--- src/rtl/common.sv ---
// Shared memory-bus types for the core memory port arbiter and its helpers.
package common;

  typedef logic [63:0] addr_t;
  typedef logic [63:0] word_t;
  typedef logic [7:0]  strobe_t;

  typedef enum logic [2:0] {
    MSIZE1 = 3'd0,
    MSIZE2 = 3'd1,
    MSIZE4 = 3'd2,
    MSIZE8 = 3'd3
  } msize_t;

  typedef struct packed {
    logic    valid;
    addr_t   addr;
    logic    write;
    msize_t  size;
    strobe_t strobe;
    word_t   data;
  } cbus_req_t;

  typedef struct packed {
    logic  ready;
    word_t data;
  } cbus_rsp_t;

endpackage

--- src/rtl/mem_arb_pick.sv ---
// Combinational winner selection between fetch (ibus) and memory-stage (dbus)
// requesters: dbus wins unless fetch is pending and has been starved.
module mem_arb_pick (
  input  logic ireq_valid,
  input  logic dreq_valid,
  input  logic starved,
  output logic grant_i,
  output logic grant_d
);

  assign grant_d = dreq_valid && !(ireq_valid && starved);
  assign grant_i = ireq_valid && !grant_d;

endmodule

--- src/rtl/mem_bus_arbiter.sv ---
// Shares the single core bus between ibus and dbus, one transaction in flight.
// Optional macro MEM_ARB_PERF_EN adds perf_icnt/perf_dcnt/perf_busy counters.
module mem_bus_arbiter
  import common::*;
#(
  parameter int MAX_STARVE = 4
`ifdef MEM_ARB_PERF_EN
  ,
  parameter int CNT_W      = 32
`endif
) (
  input  logic              clk,
  input  logic              reset,
  input  logic              ireq_valid,
  input  logic [63:0]       ireq_addr,
  output logic              iresp_ready,
  output logic [63:0]       iresp_data,
  input  logic              dreq_valid,
  input  logic [63:0]       dreq_addr,
  input  logic              dreq_write,
  input  logic [2:0]        dreq_size,
  input  logic [7:0]        dreq_strobe,
  input  logic [63:0]       dreq_data,
  output logic              dresp_ready,
  output logic [63:0]       dresp_data,
  output logic              creq_valid,
  output logic [63:0]       creq_addr,
  output logic              creq_write,
  output logic [2:0]        creq_size,
  output logic [7:0]        creq_strobe,
  output logic [63:0]       creq_data,
  input  logic              cresp_ready,
  input  logic [63:0]       cresp_data
`ifdef MEM_ARB_PERF_EN
  ,
  output logic [CNT_W-1:0]  perf_icnt,
  output logic [CNT_W-1:0]  perf_dcnt,
  output logic [CNT_W-1:0]  perf_busy
`endif
);

  localparam int SW = $clog2(MAX_STARVE + 1);

  typedef enum logic [1:0] {IDLE, BUSY_I, BUSY_D} arb_state_t;

  arb_state_t    r_state, w_state_next;
  cbus_req_t     r_req, w_req_next;
  cbus_rsp_t     w_rsp;
  logic [SW-1:0] r_starve, w_starve_next;
  logic          w_starved, w_grant_i, w_grant_d;

  assign w_rsp     = '{ready: cresp_ready, data: cresp_data};
  assign w_starved = (r_starve == SW'(MAX_STARVE));

  mem_arb_pick u_pick (
    .ireq_valid (ireq_valid),
    .dreq_valid (dreq_valid),
    .starved    (w_starved),
    .grant_i    (w_grant_i),
    .grant_d    (w_grant_d)
  );

  always_comb begin
    w_state_next  = r_state;
    w_req_next    = r_req;
    w_starve_next = r_starve;
    case (r_state)
      IDLE: begin
        if (w_grant_d) begin
          w_state_next = BUSY_D;
          w_req_next   = '{valid: 1'b1, addr: dreq_addr, write: dreq_write,
                           size: msize_t'(dreq_size),
                           strobe: dreq_write ? dreq_strobe : 8'h00,
                           data: dreq_data};
          if (ireq_valid && !w_starved) w_starve_next = r_starve + SW'(1);
        end else if (w_grant_i) begin
          w_state_next  = BUSY_I;
          w_req_next    = '{valid: 1'b1, addr: ireq_addr, write: 1'b0,
                            size: MSIZE4, strobe: 8'h00, data: 64'h0};
          w_starve_next = '0;
        end
      end
      BUSY_I, BUSY_D: begin
        if (w_rsp.ready) begin
          w_state_next     = IDLE;
          w_req_next.valid = 1'b0;
        end
      end
      default: w_state_next = IDLE;
    endcase
  end

  always_ff @(posedge clk or posedge reset) begin
    if (reset) begin
      r_state  <= IDLE;
      r_req    <= '0;
      r_starve <= '0;
    end else begin
      r_state  <= w_state_next;
      r_req    <= w_req_next;
      r_starve <= w_starve_next;
    end
  end

  assign creq_valid  = r_req.valid;
  assign creq_addr   = r_req.addr;
  assign creq_write  = r_req.write;
  assign creq_size   = r_req.size;
  assign creq_strobe = r_req.strobe;
  assign creq_data   = r_req.data;

  // A flushed fetch (ireq_valid dropped) still completes, but its data is discarded.
  assign iresp_ready = (r_state == BUSY_I) && w_rsp.ready && ireq_valid;
  assign iresp_data  = iresp_ready ? w_rsp.data : 64'h0;
  assign dresp_ready = (r_state == BUSY_D) && w_rsp.ready;
  assign dresp_data  = dresp_ready ? w_rsp.data : 64'h0;

`ifdef MEM_ARB_PERF_EN
  logic [CNT_W-1:0] r_icnt, r_dcnt, r_busy;

  always_ff @(posedge clk or posedge reset) begin
    if (reset) begin
      r_icnt <= '0;
      r_dcnt <= '0;
      r_busy <= '0;
    end else begin
      if (r_state == BUSY_I && w_rsp.ready) r_icnt <= r_icnt + CNT_W'(1);
      if (r_state == BUSY_D && w_rsp.ready) r_dcnt <= r_dcnt + CNT_W'(1);
      if (r_state != IDLE)                  r_busy <= r_busy + CNT_W'(1);
    end
  end

  assign perf_icnt = r_icnt;
  assign perf_dcnt = r_dcnt;
  assign perf_busy = r_busy;
`endif

endmodule

--- config.mk ---
export PLATFORM = sky130hd
export DESIGN_NAME = mem_bus_arbiter
export DESIGN_NICKNAME = d
export VERILOG_FILES = /design/src/rtl/common.sv /design/src/rtl/mem_arb_pick.sv /design/src/rtl/mem_bus_arbiter.sv
export SDC_FILE = /design/constraint.sdc
export NUM_CORES = 1
export LEC_CHECK = 0
export CORE_AREA = 2 2 213 215
export CTS_CLUSTER_SIZE = 28
export DETAILED_ROUTE_END_ITERATION = 8
export DIE_AREA = 0 0 215 217
export HOLD_SLACK_MARGIN = 0.02
export PLACE_DENSITY_LB_ADDON = 0.05
export SYNTH_ARGS = -nofsm -noshare
export SYNTH_HDL_FRONTEND = slang
export SYNTH_SLANG_ARGS = --single-unit
--- constraint.sdc ---
create_clock -name clk -period 6.25 [get_ports clk]
set_input_delay 1.875 -clock clk [delete_from_list [all_inputs] [get_ports clk]]
set_output_delay 1.875 -clock clk [all_outputs]
set_load 0.005 [all_outputs]
==> flow_summary.json <==
{
  "path_clk_slew_ps": 60,
  "placed_cells": 1670,
  "status": "complete, no violations",
  "combPwrFrac_pct": 47.9,
  "finalCriticalPeriod_ps": 5783,
  "dr.pass1.iters": 4,
  "arrival_ps": 3910,
  "ys_types": 28,
  "setup_ws_ps": 467.1,
  "crit_fanout": 51,
  "cts_resized": 0,
  "grt_use_total_pct": 15.44,
  "max_freq_ghz": 0.1729,
  "worstSkewPairLatency_ps": 460,
  "io_pins": 544,
  "via_count": 6835,
  "final_area_mm2": 0.01341,
  "core-area_mm2": 0.04470,
  "htreeDepth": 4,
  "p_seq_share_pct": 30.4,
  "ir_drop_v": 0.0002018,
  "start_util_pct": 15.00,
  "cts_max_path_buffers": 2,
  "final_cell_mix": "542 x clkdlybuf4s50_1, 146 x dfrtp_1, 129 x and2_1",
  "worstMarginPinSlew_ps": 1067,
  "row_count": 78,
  "drt-wirelength-per-cell_um": 21.46,
  "instances_no_fill": 1706,
  "worst_hold_startpoint": "creq_write$_DFFE_PP0P_",
  "grt_max_degree": 83,
  "die_h_um": 217,
  "timing_hold_violations_final": 0,
  "leakage_nw": 5.619,
  "detail_route.drc_violations": 0,
  "swShare_pct": 32.41,
  "pwr-share-clk_pct": 21.8,
  "grt_pass1_vias": 7572,
  "fin_crit_sh_pct": 92.53,
  "cts_setup_buffers": 0,
  "tns_ps": 0,
  "drv_slew": 0,
  "cts_root_buf": "clkbuf_16",
  "nNetsFinal": 1368,
  "ys.warnings.count": 0,
  "slew_headroom_pct": 28.73,
  "dp_slack_ps": 506.2,
  "routabilityCongestion": 0.7915,
  "synth_area_mm2": 0.006703,
  "via_per_inst": 4.006,
  "antenna_found_initial": 5,
  "port_buffers": 543,
  "rsz0062_at_grt": "false",
  "grt_pass1_wl_um": 52790,
  "ant_nets": 0,
  "gr-total-overflow": 0,
  "cts_num_sinks": 146,
  "r2r_start": "r_state[0]$_DFFE_PP0P_",
  "setup_viol": 0,
  "drtIter0Drc": 300,
  "drive_gt1_share_pct": 4.446,
  "p_per_area_mw_per_mm2": 388.6,
  "start_kind": "input pin",
  "cts_buffers": 17,
  "syn_area_per_cell_um2": 11.66,
  "ys_ff_latch": 146,
  "die_x_um": 215,
  "cp-startpoint": "ireq_valid",
  "synthesis.nets": 854,
  "hold_buffers": 0,
  "crit_type": "in2out",
  "wirelength_um": 36620,
  "end_kind": "output port",
  "min_path_type": "reg2reg",
  "p_sw_w": 0.001689,
  "ys_seq_area_share_pct": 54.51,
  "place_area_mm2": 0.01278,
  "area_delta_synth_final_pct": 100.1,
  "dp.final_hpwl_um": 27160,
  "layout_commonest_cell": "clkdlybuf4s50_1",
  "skew_ps": 16.98,
  "drv_cap": 0,
  "cp.required_ps": 4380,
  "tritoncts": "built",
  "intPower_w": 0.003523,
  "synthCells": 575,
  "die_area_mm2": 0.04666
}
-- power groups by stage --
stage | combinational, W | clock [W] | sequential [W]
final | 0.00250 | 0.00113 | 0.00158
after global routing | 0.00269 | 0.00122 | 0.00164
after CTS | 0.00256 | 0.00118 | 0.00158
after detailed placement | 0.00255 | 0 | 0.00159
after global placement | 0.00259 | 0 | 0.00159
after floorplan | 0.000960 | 0 | 0.00161
-- layout make-up --
| class | count | area, um2 |
|---|---|---|
| diodes | 4 | 10.01 |
| clock buffers | 19 | 442.9 |
| clock inverters | 13 | 182.7 |
| fillers | 4731 | 31290 |
| inverters | 6 | 27.53 |
| multi-input cells | 366 | 2784 |
| flip-flops and latches | 146 | 3654 |
| well taps | 600 | 750.7 |
| repair buffers | 552 | 5560 |
-- synthesized netlist by cell type --
master,number,share of area [%]
nand4_1,1,0.093
nand3_1,1,0.075
nor3_1,2,0.15
nor2b_1,1,0.093
buf_1,3,0.17
buf_2,21,1.6
and2_1,129,12
o31ai_1,1,0.11
inv_1,6,0.34
nor2_2,1,0.093
nand2_1,3,0.17
a21o_1,2,0.22
a221o_1,64,9.6
clkbuf_1,27,1.5
nor3b_2,1,0.19
a21bo_1,1,0.15
nor3b_1,2,0.22
nand2b_1,3,0.28
buf_4,4,0.45
a22o_1,76,9.9
ha_1,6,1.1
o21ai_1,1,0.075
o21ai_0,4,0.30
dfrtp_1,146,55
buf_6,2,0.34
and3_1,65,6.1
a21oi_1,1,0.075
and3_2,1,0.11
-- state kept, by name, summed over array words and instances, names as in the netlist --
name	flops
r_state	2
creq_size	3
creq_valid	1
creq_data	64
creq_write	1
r_starve	3
creq_addr	64
creq_strobe	8
-- logic make-up (layout without fill, tap and decap cells) --
logic type                 Yosys count  after routing  share of synthesized area [%]
and+or+nand+nor                    210            210                          19.58
AOI/OAI and AO/OA                  150            150                          20.42
DFF                                146            146                          54.51
buffers and inverters               63            590                          4.368
adders and majority gates            6              6                          1.120
other                                0              4                              0
-- stage by stage --
stage               power (W)  hold slack [ps]  utilization (%)
floorplan            0.002573            466.1                -
global placement     0.004181            461.5            28.58
detailed placement   0.004139            473.6            28.58
CTS                  0.005328            489.1            29.98
global route         0.005549            500.9            30.01
finish               0.005212            488.5            30.01
-- worst max-delay path, cell delays in order --
cell and delay [ps]:
clkdlybuf4s50_1 660, and3_2 420, buf_12 230, and2_1 170, clkdlybuf4s50_1 530
-- worst paths after layout --
| kind | endpoint | slack (ps) | cells after the start |
|---|---|---|---|
| worst max-delay path | iresp_data[39] | 470 | 5 |
| max in group asynchronous | creq_size[1]$_DFFE_PP0P_ | 3420 | 3 |
| worst max register to register | creq_addr[53]$_DFFE_PP0P_ | 3720 | 6 |
| min in group asynchronous | creq_addr[7]$_DFFE_PP0P_ | 1920 | 2 |
| worst min-delay path | creq_write$_DFFE_PP0P_ | 490 | 1 |
| worst min register to register | creq_write$_DFFE_PP0P_ | 490 | 1 |
-- routing by layer --
| layer | track usage, % | vias to the layer above | share of wire, % |
|---|---|---|---|
| met3 | 6.541 | 35 | 9.3 |
| met4 | 6.092 | 2 | 2.2 |
| met1 | 16.12 | 3302 | 37 |
| met2 | 27.45 | 333 | 51 |
| li1 | - | 3163 | - |
| met5 | 0 | - | 0.036 |
(Power assumes the default switching activity.)
